**config.mk**
```make
export PLATFORM = sky130hd
export DESIGN_NAME = trace_tx_scheduler
export DESIGN_NICKNAME = d
export VERILOG_FILES = /design/src/rtl/trace_tx_scheduler.sv
export SDC_FILE = /design/constraint.sdc
export NUM_CORES = 1
export LEC_CHECK = 0
export CORE_UTILIZATION = 55
export CTS_BUF_LIST = sky130_fd_sc_hd__clkbuf_16
export CTS_CLUSTER_DIAMETER = 150
export DETAILED_ROUTE_END_ITERATION = 10
export MAX_ROUTING_LAYER = met4
export PLACE_DENSITY_LB_ADDON = 0.25
export SLEW_MARGIN = 30
export SYNTH_ARGS = -nofsm -noshare
export SYNTH_HDL_FRONTEND = slang
export SYNTH_SLANG_ARGS = --single-unit
export TNS_END_PERCENT = 30
```
**constraint.sdc**
```tcl
create_clock -name clk -period 4.2 [get_ports clk]
set_input_delay 0.42 -clock clk [delete_from_list [all_inputs] [get_ports clk]]
set_output_delay 0.42 -clock clk [all_outputs]
set_load 0.01 [all_outputs]
```
**src/rtl/trace_tx_scheduler.sv**
```systemverilog
// rtl/trace_tx_scheduler.sv - round-robin fetch/memory trace framer onto a byte stream.
// Fetch capture is built only when TRACE_FETCH_EN is defined; otherwise memory events only.
module trace_tx_scheduler #(
  parameter int DEPTH = 4
) (
  input  logic        clk,
  input  logic        reset,
  input  logic        F_valid,
  input  logic [31:0] F_addr,
  input  logic [31:0] F_instr,
  input  logic [31:0] M_addr,
  input  logic        M_WE,
  input  logic        M_RE,
  input  logic [31:0] M_WData,
  input  logic [31:0] M_RData,
  output logic [7:0]  tx_data,
  output logic        tx_valid,
  input  logic        tx_ready,
  output logic [15:0] drop_cnt,
  output logic        busy
);

  localparam int AW = $clog2(DEPTH);
  localparam int CW = AW + 1;
  localparam logic [CW-1:0] FULL = CW'(DEPTH);
  localparam logic GRANT_MEM   = 1'b0;
  localparam logic GRANT_FETCH = 1'b1;

  typedef enum logic {IDLE, SEND} state_t;

  state_t        state_q, state_d;
  logic [71:0]   shift_q, shift_d;
  logic [3:0]    idx_q, idx_d;
  logic          last_grant_q, last_grant_d;
  logic [15:0]   drop_cnt_q, drop_cnt_d;
  logic [16:0]   drop_sum;

  // Memory FIFO entry: {kind[1:0], addr[31:0], data[31:0]}
  logic [65:0]   m_buf_q [DEPTH];
  logic [65:0]   m_buf_d [DEPTH];
  logic [AW-1:0] m_wr_q, m_wr_d, m_rd_q, m_rd_d;
  logic [CW-1:0] m_cnt_q, m_cnt_d;
  logic          m_event, m_push, m_pop, m_drop, m_ne;
  logic [65:0]   m_head;

  logic          f_ne, f_pop, f_drop, grant_fetch;
  logic [63:0]   f_head;

  assign m_event = M_WE | M_RE;
  assign m_ne    = (m_cnt_q != '0);
  assign m_push  = m_event && (m_cnt_q != FULL);
  assign m_drop  = m_event && (m_cnt_q == FULL);
  assign m_head  = m_buf_q[m_rd_q];

`ifdef TRACE_FETCH_EN
  logic [63:0]   f_buf_q [DEPTH];
  logic [63:0]   f_buf_d [DEPTH];
  logic [AW-1:0] f_wr_q, f_wr_d, f_rd_q, f_rd_d;
  logic [CW-1:0] f_cnt_q, f_cnt_d;
  logic          f_push;

  assign f_ne   = (f_cnt_q != '0);
  assign f_push = F_valid && (f_cnt_q != FULL);
  assign f_drop = F_valid && (f_cnt_q == FULL);
  assign f_head = f_buf_q[f_rd_q];

  always_comb begin
    f_buf_d = f_buf_q;
    f_wr_d  = f_wr_q;
    f_rd_d  = f_rd_q;
    if (f_push) begin
      f_buf_d[f_wr_q] = {F_addr, F_instr};
      f_wr_d          = f_wr_q + 1'b1;
    end
    if (f_pop) f_rd_d = f_rd_q + 1'b1;
    f_cnt_d = f_cnt_q + CW'(f_push) - CW'(f_pop);
  end

  always_ff @(posedge clk) begin
    f_buf_q <= f_buf_d;
    if (reset) begin
      f_wr_q  <= '0;
      f_rd_q  <= '0;
      f_cnt_q <= '0;
    end else begin
      f_wr_q  <= f_wr_d;
      f_rd_q  <= f_rd_d;
      f_cnt_q <= f_cnt_d;
    end
  end
`else
  logic unused_fetch;
  assign f_ne         = 1'b0;
  assign f_drop       = 1'b0;
  assign f_head       = '0;
  assign unused_fetch = ^{F_valid, F_addr, F_instr, f_pop};
`endif

  // On a tie the source not served last wins; a lone non-empty source always wins.
  assign grant_fetch = f_ne && (!m_ne || (last_grant_q == GRANT_MEM));

  always_comb begin
    m_buf_d = m_buf_q;
    m_wr_d  = m_wr_q;
    m_rd_d  = m_rd_q;
    if (m_push) begin
      m_buf_d[m_wr_q] = {M_WE, M_RE, M_addr, (M_WE ? M_WData : M_RData)};
      m_wr_d          = m_wr_q + 1'b1;
    end
    if (m_pop) m_rd_d = m_rd_q + 1'b1;
    m_cnt_d    = m_cnt_q + CW'(m_push) - CW'(m_pop);
    drop_sum   = {1'b0, drop_cnt_q} + 17'(m_drop) + 17'(f_drop);
    drop_cnt_d = drop_sum[16] ? 16'hFFFF : drop_sum[15:0];
  end

  always_comb begin
    state_d      = state_q;
    shift_d      = shift_q;
    idx_d        = idx_q;
    last_grant_d = last_grant_q;
    m_pop        = 1'b0;
    f_pop        = 1'b0;
    case (state_q)
      IDLE: begin
        if (f_ne || m_ne) begin
          state_d = SEND;
          idx_d   = 4'd0;
          if (grant_fetch) begin
            shift_d      = {8'hF0, f_head};
            f_pop        = 1'b1;
            last_grant_d = GRANT_FETCH;
          end else begin
            shift_d      = {8'hA0 | {6'b0, m_head[65:64]}, m_head[63:0]};
            m_pop        = 1'b1;
            last_grant_d = GRANT_MEM;
          end
        end
      end
      SEND: begin
        if (tx_ready) begin
          shift_d = {shift_q[63:0], 8'h00};
          idx_d   = idx_q + 4'd1;
          if (idx_q == 4'd8) state_d = IDLE;
        end
      end
      default: state_d = IDLE;
    endcase
  end

  always_ff @(posedge clk) begin
    m_buf_q <= m_buf_d;
    if (reset) begin
      state_q      <= IDLE;
      shift_q      <= '0;
      idx_q        <= '0;
      last_grant_q <= GRANT_MEM;
      drop_cnt_q   <= '0;
      m_wr_q       <= '0;
      m_rd_q       <= '0;
      m_cnt_q      <= '0;
    end else begin
      state_q      <= state_d;
      shift_q      <= shift_d;
      idx_q        <= idx_d;
      last_grant_q <= last_grant_d;
      drop_cnt_q   <= drop_cnt_d;
      m_wr_q       <= m_wr_d;
      m_rd_q       <= m_rd_d;
      m_cnt_q      <= m_cnt_d;
    end
  end

  // The shift register is all-zero whenever IDLE, so tx_data reads 8'h00 there.
  always_comb begin
    tx_valid = (state_q == SEND);
    tx_data  = shift_q[71:64];
    busy     = (state_q != IDLE) || m_ne || f_ne;
    drop_cnt = drop_cnt_q;
  end

endmodule
```
Word-level counts from Yosys, hierarchy flattened

Index checks and enable logic that the tools add are counted.

Register bits after elaboration: 364
Bits of input ports: 166
Output and inout port bits: 26

$add $sub $neg: 6
$lt $le $gt $ge: 3
Equal/unequal tests: 5
Muxes and demuxes: 19
Bitwise gates (word level): 4
Reductions and logical operators: 6

Operators by type and width:

| operator                                                                     | count |
|---|---|
| 264-bit bitwise mux                                                          | 1 |
| 66-bit two-way mux                                                           | 3 |
| 72-bit two-way mux                                                           | 2 |
| 72-bit case mux with 2 select lines                                          | 1 |
| 66-bit binary-select mux with 2-bit select                                   | 1 |
| 66-bit demux with 2-bit select                                               | 1 |
| 32-bit two-way mux                                                           | 1 |
| 16-bit by 1-bit adder with 17-bit output                                     | 1 |
| 16-bit two-way mux                                                           | 1 |
| 4-bit two-way mux                                                            | 2 |
| 4-bit case mux with 2 select lines                                           | 1 |
| 3-bit greater-or-equal comparator, second input constant                     | 2 |
| 2-bit NOT with 3-bit output                                                  | 2 |
| 2-bit by 1-bit adder with 2-bit output, second input constant                | 2 |
| 4-bit by 1-bit adder with 4-bit output, second input constant                | 1 |
| 4-bit == test, second input constant                                         | 1 |
| 1-bit two-way mux                                                            | 4 |
| 2-bit inequality test, second input constant                                 | 2 |
| 3-bit by 1-bit adder with 3-bit output                                       | 1 |
| 3-bit == test, second input constant                                         | 1 |
| 1-bit logical AND                                                            | 3 |
| 3-bit by 1-bit less-than comparator with 1-bit output, second input constant | 1 |
| 3-bit inequality test, second input constant                                 | 1 |
| 3-bit nonzero test                                                           | 1 |
| other kinds (6)                                                              | 6 |

Logic depth before layout (Yosys ltp)

Gate-level depths: netlist of run 1.

Depth after elaboration: 6
Depth in mapped cells: 13
Depth with buffers taken out: 11

Worst setup path before layout of run 1

No wires, ideal clock.

Kind: input -> register
From: input port M_WE
To: register m_buf_q[0] (netlist bit) (enable)
Library setup time: 0.431 ns
Arrival: 2.639 ns
Data required time: 3.769 ns
Path slack: 1.130 ns
Cell stages on the path: 4
Path buffers: 1
Cell sequence: clkbuf_1 nor2_1 a21oi_1 and2_1

Longest elaborated chain between the ends: 2

RTL lines:

| element                | RTL line | source |
|---|---|---|
| start: declaration     | 12       | `input logic M_WE,` |
| 1-bit OR               | 49       | `assign m_event = M_WE \| M_RE;` |
| 1-bit logical AND      | 51       | `assign m_push = m_event && (m_cnt_q != FULL);` |
| end signal: assignment | 151      | `m_buf_q <= m_buf_d;` |
| end: declaration       | 39       | `logic [65:0] m_buf_q [DEPTH];` |

No other way between the ends.
A chain may end at the register's enable or synchronous reset.

Worst setup path in the final report of run 1

From: register m_cnt_q[2]
To: register m_cnt_q[2]

Longest elaborated chain between the ends: 4

RTL lines:

| element                                                                            | RTL line | source |
|---|---|---|
| start: declaration                                                                 | 42       | `logic [CW-1:0] m_cnt_q, m_cnt_d;` |
| start signal: assignment                                                           | 169      | `m_cnt_q <= m_cnt_d;` |
| 3-bit inequality test / 3-bit nonzero test (equally long branches)                 | 51, 50   |  |
| 1-bit logical AND / 1-bit two-way mux (equally long branches)                      | 51, 125  |  |
| 3-bit by 1-bit adder with 3-bit output / 1-bit two-way mux (equally long branches) | 111, 123 |  |
| 3-bit by 1-bit subtractor with 3-bit output *                                      | 111      | `m_cnt_d = m_cnt_q + CW'(m_push) - CW'(m_pop);` |

Mark *: on every way between the ends. The rest lies on a longest branch, timed or not.

==> impl_metrics.json, run 1 <==
{
  "yosysTopAreaCellShare_pct": 56.5,
  "timing.fmax_mhz": 375,
  "cts_tree": "done",
  "fin_total_pwr_mw": 10.7,
  "syn_area_per_cell_sq_um": 17.4,
  "min_path_type": "register to register",
  "leakagePower_nw": 5.60,
  "hold_buffers": 0,
  "power_frac_seq_pct": 48.9,
  "synth_warnings": 0,
  "worstSkewPairLatency_ns": 0.52,
  "ir_worst_vdd_uv": 389,
  "path_max_fanout": 16,
  "path_clk_slew_ns": 0.06,
  "path_cells": "nor3_2 -> or2_1 -> buf_4 -> inv_2 -> ha_1 -> inv_1 -> ha_1 -> inv_1 -> fa_1 -> xor2_1 -> xnor2_1 -> nor2_1",
  "worst_pin_slew_ns": 0.724,
  "core_area_sq_um": 25100,
  "yosys-top-cells-area": "edfxtp_1 (56%), dfxtp_1 (14%), mux4_2 (11%), a221o_1 (4.1%), nor2b_1 (2.6%)",
  "via_per_inst": 5.77,
  "antenna_found_initial": 0,
  "max_slew_margin_pct": 51.7,
  "grt_use_total_pct": 21.9,
  "routedWlPerCell_microns": 20.6,
  "drt_wl_total_microns": 26700,
  "drv_cap": 0,
  "dp_hpwl_microns": 15800,
  "num_io_pins": 192,
  "cts_buffers": 37,
  "rows": 58,
  "cts_root_buffer": "clkbuf_16",
  "use_met1_pct": 28.4,
  "max_stage_delay_ns": 0.37,
  "die_h_microns": 162,
  "use_met2_pct": 35.4,
  "critPathArrivalTime_ns": 3.06,
  "area_delta_synth_final_pct": 19.9,
  "netlist_area_sq_um": 14000,
  "seq_area_sq_um": 9930,
  "grt_overflow": 0,
  "postRouteAntennaNets": 0,
  "gp_congestion": 0.772,
  "routed-via-count": 7466,
  "synth_nets": 985,
  "grt_most_used_layer": "met2",
  "crit_type": "register to register",
  "cts_setup_buffers": 0,
  "dr.pass1.iters": 5,
  "async_flop_share_pct": 0,
  "yosysTopAreaCell": "edfxtp_1",
  "slew_viol_final": 0,
  "synth_cell_types": 43,
  "setup_tns_ns": 0,
  "clock_skew_ns": 0.0166,
  "switchingPower_mw": 2.83,
  "cts.htree.levels": 2,
  "drive_above_1_share_pct": 19.2,
  "num-fill-cells": 1746,
  "cp_top_family": "adder cells",
  "hold_viol_final": 0,
  "sw_frac_of_total_pct": 26.5,
  "drt_iter0_drc": 627,
  "ys_seq_area_share_pct": 70.7,
  "crit_buf_inv": 4,
  "multi_input_area_sq_um": 3790,
  "endpoint_kind": "register",
  "power.density_nw_per_um2": 633,
  "grt_pass1_vias": 7679,
  "crit_required_ns": 4.59,
  "antenna_cells": 0,
  "rsz0062_at_grt": "no",
  "grt_pass1_wl_microns": 42100,
  "pwr-share-comb_pct": 20.7,
  "post_cts_resized": 0,
  "drc": 0,
  "portBuffers": 126,
  "synth_edf_count": 264,
  "ys_seq_elements": 364,
  "status": "finished, final reports clean",
  "power.internal_mw": 7.83,
  "grt_max_degree": 59,
  "die_area_sq_um": 26200,
  "synthFlopType": "edfxtp_1",
  "cts_buffer_depth": 3,
  "cp_slowest_cell": "fa_1",
  "cp-start-kind": "register",
  "die_w_microns": 162,
  "nets": 1112,
  "power_frac_clock_pct": 30.4,
  "min_period_over_period_pct": 63.5,
  "setup_viol": 0,
  "numClockSinks": 364,
  "start_util_pct": 55.9,
  "period_needed_ns": 2.67,
  "synthCells": 808,
  "grt_util_met3_pct": 3.42
}
-- cell usage after synthesis (2+ instances only) --
library cell	instances
nor3_2	2
buf_6	5
clkbuf_1	28
a21oi_1	28
buf_1	3
edfxtp_1	264
buf_4	11
inv_1	10
xnor2_1	10
a221o_1	58
nand2b_1	3
nor2b_1	59
buf_2	10
nand4_1	4
and2_1	5
nor3_1	12
xor2_1	3
o21ai_0	4
mux4_2	66
nand2_1	24
nor2_1	19
dfxtp_1	100
nand3_1	16
ha_1	10
and3_1	4
mux2_2	32
nor4_1	2
-- cell families after synthesis --
kind of cell | count (synthesis) | synth area share [%]
compound gates | 97 | 5.67
xor+xnor | 13 | 0.811
buf+inv | 68 | 2.47
flops | 364 | 70.7
mux | 99 | 13.2
fa+ha+maj | 11 | 1.03
simple gates | 156 | 6.09
-- layout make-up --
class,instances,share of cell area (%)
sequential,364,59.0
timing repair buffer,145,8.60
multi-input combinational,376,22.5
clock inverter,28,1.43
clock buffer,39,5.80
inverter,11,0.245
tap,330,2.45
-- layer usage --
metal	vias up	share of wire, %
li1	3441	-
met1	3748	42
met2	240	50
met3	37	5.4
met4	0	2.0
met5	-	0
-- power groups by stage --
stage | clock network (mW) | registers (mW) | logic (mW)
after CTS | 3.30 | 5.22 | 2.26
final | 3.24 | 5.21 | 2.21
after global routing | 3.42 | 5.30 | 2.40
after floorplan | 0 | 5.07 | 1.70
after global placement | 0 | 5.25 | 2.20
after detailed placement | 0 | 5.28 | 2.24
-- per-stage QoR --
stage / instances / hold WS [ns] / worst slack, ns / util, % / area [sq um]
after floorplan: 808 / 0.432 / 1.13 / - / 14000
after global placement: 1226 / 0.454 / 1.23 / 62.2 / 15600
after detailed placement: 1226 / 0.466 / 1.22 / 62.2 / 15600
after CTS: 1293 / 0.474 / 1.56 / 67.1 / 16800
after global routing: 1293 / 0.500 / 1.37 / 67.1 / 16800
final: 1293 / 0.473 / 1.53 / 67.1 / 16800
-- cell usage in the layout (no fill, tap or decap), types with 2 or more instances in the layout --
master           netlist  final
edfxtp_1             264    264
clkdlybuf4s50_1        0    125
dfxtp_1              100     98
mux4_2                66     66
nor2b_1               59     59
a221o_1               58     58
clkbuf_16              0     39
mux2_2                32     32
a21oi_1               28     28
nand2_1               24     24
nor2_1                19     18
inv_1                 10     16
nand3_1               16     16
buf_4                 11     15
nor3_1                12     12
xnor2_1               10     10
ha_1                  10     10
clkinv_2               0      7
clkinv_1               0      6
and2_2                 0      4
nand4_1                4      4
o21ai_0                4      4
and3_1                 4      4
bufinv_16              0      4
buf_12                 0      4
nand2b_1               3      3
xor2_1                 3      3
clkinvlp_4             0      3
nor4_1                 2      2
-- flip-flops by register name (all words and copies together) (netlist names) --
name	flops
drop_cnt	16
idx_q	4
m_buf_q	264
m_cnt_q	3
m_rd_q	2
m_wr_q	2
shift_q	72
tx_valid	1
-- tightest hold or removal path: cells and delay by family (launching register included) --
family | cells | cell delay, ns
AO/OA/AOI/OAI | 1 | 0.06
flip-flops | 1 | 0.32
AND/OR/NAND/NOR | 1 | 0.06
-- worst paths after layout --
check,startpoint,end,slack (ns),cells after the start
hold reg to reg,shift_q[59]$_SDFFE_PP0P_,shift_q[67]$_SDFFE_PP0P_,0.47,2
setup reg to reg,m_cnt_q[2]$_SDFF_PP0_,m_cnt_q[2]$_SDFF_PP0_,1.53,12
hold / removal,shift_q[59]$_SDFFE_PP0P_,shift_q[67]$_SDFFE_PP0P_,0.47,2
setup / recovery,m_cnt_q[2]$_SDFF_PP0_,m_cnt_q[2]$_SDFF_PP0_,1.53,12
Power figures use the tool's default switching activity.
==> run 2, diff against run 1 <==
==> constraint.sdc (replaced) <==
create_clock -name clk -period 2.6 [get_ports clk]
set_input_delay 0.26 -clock clk [delete_from_list [all_inputs] [get_ports clk]]
set_output_delay 0.26 -clock clk [all_outputs]
set_load 0.01 [all_outputs]
==> run 2 against run 1 <==
Highest routed layer unchanged. Total power increased by 65%. Cell count increased by 0.62%. Sequential share of layout area decreased by 0.67 points. Hold slack got worse by 0.31 ns. Design area increased by 1.2%. First-iteration DRC count increased by 11%. Core utilization increased by 0.77 points. Critical path depth decreased by 1. Global-route usage about the same. Setup slack got worse by 1.1 ns. Critical endpoint unchanged.
==> impl_metrics.json, run 2 (same netlist as run 1, synthesis figures left out) <==
{
  "drv_cap": 0,
  "grt_max_degree": 59,
  "grt_util_met3_pct": 3.24,
  "grt_pass1_vias": 7617,
  "num_io_pins": 192,
  "crit_required_ns": 3.00,
  "antenna_cells": 0,
  "nets": 1119,
  "crit_type": "register to register",
  "setup_tns_ns": 0,
  "worst_pin_slew_ns": 0.698,
  "pre_cts_slack_ns": 0.138,
  "hold_buffers": 0,
  "cp-start-kind": "register",
  "endpoint_kind": "register",
  "leakagePower_nw": 5.70,
  "die_area_sq_um": 26200,
  "fin_area_sq_um": 17000,
  "largest_register": "m_buf_q",
  "drt_iter0_drc": 699,
  "rsz0062_at_grt": "no",
  "via_per_inst": 5.79,
  "hold_viol_final": 0,
  "cts_buffer_depth": 3,
  "routedWlPerCell_microns": 20.4,
  "whs_ns": 0.167,
  "slew_viol_final": 0,
  "antenna_found_initial": 0,
  "final_common_cell": "edfxtp_1",
  "routed-via-count": 7530,
  "post-route-util_pct": 67.8,
  "grt_overflow": 0,
  "status": "finished, final reports clean",
  "max_slew_margin_pct": 53.4,
  "cts_setup_buffers": 0,
  "portBuffers": 126,
  "core_area_sq_um": 25100,
  "dp_cells": 1233,
  "die_h_microns": 162,
  "postRouteAntennaNets": 0,
  "die_w_microns": 162,
  "drc": 0,
  "dp_hpwl_microns": 16000,
  "drt_wl_total_microns": 26600,
  "path_cells": "nor3_2 -> or2_1 -> inv_2 -> ha_1 -> inv_1 -> ha_1 -> inv_1 -> fa_1 -> xor2_1 -> xnor2_1 -> nor2_1",
  "use_met1_pct": 29.5,
  "fin_total_pwr_mw": 17.6,
  "cp_slowest_cell": "fa_1",
  "max_stage_delay_ns": 0.37,
  "start_util_pct": 55.9,
  "layout_common_cells": "edfxtp_1 (264), clkdlybuf4s50_1 (124), dfxtp_1 (98), mux4_2 (66), nor2b_1 (59)",
  "setup_viol": 0,
  "use_met2_pct": 35.3,
  "layout_setup_ws_ns": 0.387,
  "clock_skew_ns": 0.0133,
  "area_delta_synth_final_pct": 21.3,
  "cp_top_family": "adder cells",
  "cts_buffers": 37,
  "fin_cells": 1301,
  "grt_pass1_wl_microns": 42200,
  "period_needed_ns": 2.21,
  "crit_buf_inv": 3,
  "timing.fmax_mhz": 452,
  "place_area_sq_um": 15800,
  "power.density_nw_per_um2": 1030,
  "critPathArrivalTime_ns": 2.61,
  "worstSkewPairLatency_ns": 0.52,
  "min_path_type": "primary input to register",
  "drive_above_1_share_pct": 20.1,
  "ir_worst_vdd_uv": 624,
  "cts_tree": "done",
  "cts_root_buffer": "clkbuf_16",
  "dr.pass1.iters": 4,
  "rows": 58,
  "cts.htree.levels": 2,
  "post_cts_resized": 0,
  "grt_use_total_pct": 21.9,
  "min_period_over_period_pct": 85.1,
  "numClockSinks": 364,
  "largest_reg_flops": 264,
  "path_clk_slew_ns": 0.06,
  "gp_congestion": 0.788,
  "path_max_fanout": 5,
  "grt_most_used_layer": "met2"
}
run 2: cell types whose count changed in the layout (fill, tap and decap cells not counted), sizes merged:
cell	previous run	this run
clkdlybuf4s50	125	124
buf	20	28
clkinvlp	3	1
clkbuf	39	42
run 2: final timing paths:
kind | startpoint | to | depth (start not counted) | slack [ns]
max | m_cnt_q[2]$_SDFF_PP0_ | m_cnt_q[2]$_SDFF_PP0_ | 11 | 0.39
min | reset | idx_q[0]$_SDFFE_PP0P_ | 2 | 0.17
max reg2reg | m_cnt_q[2]$_SDFF_PP0_ | m_cnt_q[2]$_SDFF_PP0_ | 11 | 0.39
min reg2reg | shift_q[70]$_SDFFE_PP0P_ | shift_q[70]$_SDFFE_PP0P_ | 2 | 0.47
run 2: per-layer routing:
metal,part of all wire (%),vias up
met5,0,-
met4,1.7,0
met3,5.0,39
met2,50,214
met1,43,3813
li1,-,3464
run 2: report_power, final:
part / switching (mW) / internal [mW] / leakage, nW / total, mW
logic: 1.84 / 1.96 / 1.78 / 3.79
clock network: 2.12 / 3.30 / 0.651 / 5.42
registers: 0.643 / 7.70 / 3.26 / 8.35
total: 4.60 / 13.0 / 5.70 / 17.6
run 2: cell type report:
cell class,instances,area [sq um]
tap,330,413
clock buffer,42,1050
multi-input combinational,376,3790
clock inverter,26,224
fill,1718,8080
timing repair buffer,152,1580
inverter,11,41.3
sequential,364,9930
==> variant (flow settings as in run 2) <==
`DEPTH`: 4 -> 8.
--- a/src/rtl/trace_tx_scheduler.sv
+++ b/src/rtl/trace_tx_scheduler.sv
@@ -1,7 +1,7 @@
 // rtl/trace_tx_scheduler.sv - round-robin fetch/memory trace framer onto a byte stream.
 // Fetch capture is built only when TRACE_FETCH_EN is defined; otherwise memory events only.
 module trace_tx_scheduler #(
-  parameter int DEPTH = 4
+  parameter int DEPTH = 8
 ) (
   input  logic        clk,
   input  logic        reset,
Check against the original RTL: not equivalent (Yosys sat finds a counterexample within 10 cycles, from zero or initial values and one cycle with reset high).
==> variant against run 2 <==
  * Routed wire length grew 91%
  * Total power grew 64%
  * Cell area grew 70%
  * Synthesized cell count grew 67%
  * Sequential cell count grew 267
  * First-iteration DRC count grew 44%
  * Maximum frequency shrank 7.6%
  * Final cell count grew 64%
  * Non-clock buffer count grew 20
  * Setup slack lost 0.18 ns
  * Count of clock-buffer cells in the layout grew 19
  * Via count grew 70%
  * Clock skew is essentially flat
  * Synthesized area grew 77%
  * Critical path type is now reg -> out
  * Largest power group unchanged
==> variant: results (changes against run 2) <==
status finished clean; Power Internal 20.7 mW (+59%); Setup WS pre-CTS 0.0965 ns (-0.0411 ns); vias in the first global route 13,500 (+77%); Mapped Nets 1,532 (+56%); register area share after synthesis 72.1% (+1.4 points); clk_lat worst skew 0.62 ns (+0.10 ns); ranking of synthesized cells by area edfxtp_1, mux4_2, dfxtp_1; clk pwr 8.15 mW (+50%); Detailed Routing Iterations Pass 1 5 (+1); combinational power 7.45 mW (+97%); # nets final 1,674 (+50%); initial antenna violation count 1 (+1); vias per cell 5.97 (+3.1%); Post-DP Area 27,100 sq um (+72%); first-pass GRT wire length 79.2 mm (+87%); Leak Pwr 9.27 nW (+63%); Slew HR 51.4% (-2.1 points); post-cts sizing count 1 (+1); layout cells sized above 1 25.9% (+5.8 points); Inserted Clock Buffers 60 (+62%); Post-synth top cells edfxtp_1, mux4_2, dfxtp_1; Hold Crit Depth 2 (unchanged); Data arrival, critical path 2.14 ns (-0.47 ns); Post-synth EDFFs 528 (+100%); syn avg cell area 18.4 sq um (+5.6%); reg2reg path depth 9 (-2); Initial DRC Count 1,007 (+44%); GPL Wtd Cong 0.751 (-4.7%); hpwl dp 27.9 mm (+74%); Max FO, Critical Path 3 (-2); Routed WL 50.7 mm (+91%); worst vdd ir 0.000581 V (-7.0%); Layout Skew 0.0137 ns (+0.000351 ns); clock share of power 28.3% (-2.6 points); max reg flops 528 (+100%); # placed instances 2,025 (+64%)
## variant: cell types whose count changed after synthesis, moves of 44 or more
cell             run 2  this run
mux4_2              66       132
nor2b_1             59         1
mux2_2              32        83
a221o_1             58         0
nand2b_1             3        47
edfxtp_1           264       528
## variant: final timing paths
path / from / end / slack [ns]
worst min-delay path: reset / m_cnt_q[2] / 0.13
worst min register to register: shift_q[47] / shift_q[47] / 0.45
worst max register to register: m_cnt_q[3] / drop_cnt[11] / 0.21
worst max-delay path: m_cnt_q[2] / busy / 0.20
## variant: kinds of logic after synthesis
family | share of synthesized area [%]
mux | 15.7
simple gates | 4.50
compound gates | 4.28
fa+ha+maj | 0.685
flops | 72.1
buf+inv | 2.11
xor+xnor | 0.564
## variant: per-stage QoR
step | hold slack, ns | TNS [ns]
2_1_floorplan | 0.359 | -213.24
3_3_place_gp | 0.438 | 0
3_5_place_dp | 0.442 | 0
4_1_cts | 0.100 | 0
5_1_grt | 0.156 | 0
6_report | 0.134 | 0
## variant: area by class of cell
| class | instances | area, sq um |
|---|---|---|
| multi-input combinational | 614 | 6530 |
| sequential | 631 | 17900 |
| antenna | 1 | 2.50 |
| timing repair buffer | 172 | 1850 |
| inverter | 16 | 62.6 |
| clock inverter | 53 | 315 |
| tap | 592 | 741 |
| clock buffer | 61 | 1530 |
| fill | 2971 | 15400 |
## variant: routing by layer
layer / global-route usage (%) / vias to the layer above / part of all wire, %
met1: 31.0 / 6674 / 43
met5: - / - / 0
li1: - / 5670 / -
met3: 3.60 / 61 / 5.0
met2: 38.4 / 361 / 50
met4: 6.05 / 0 / 1.8
## variant: worst max-delay path, stage by stage (launching register included)
cell,delay (ns)
dfxtp_2,0.31
inv_2,0.08
ha_1,0.17
nor4b_2,0.40
inv_1,0.08
clkdlybuf4s50_1,0.49
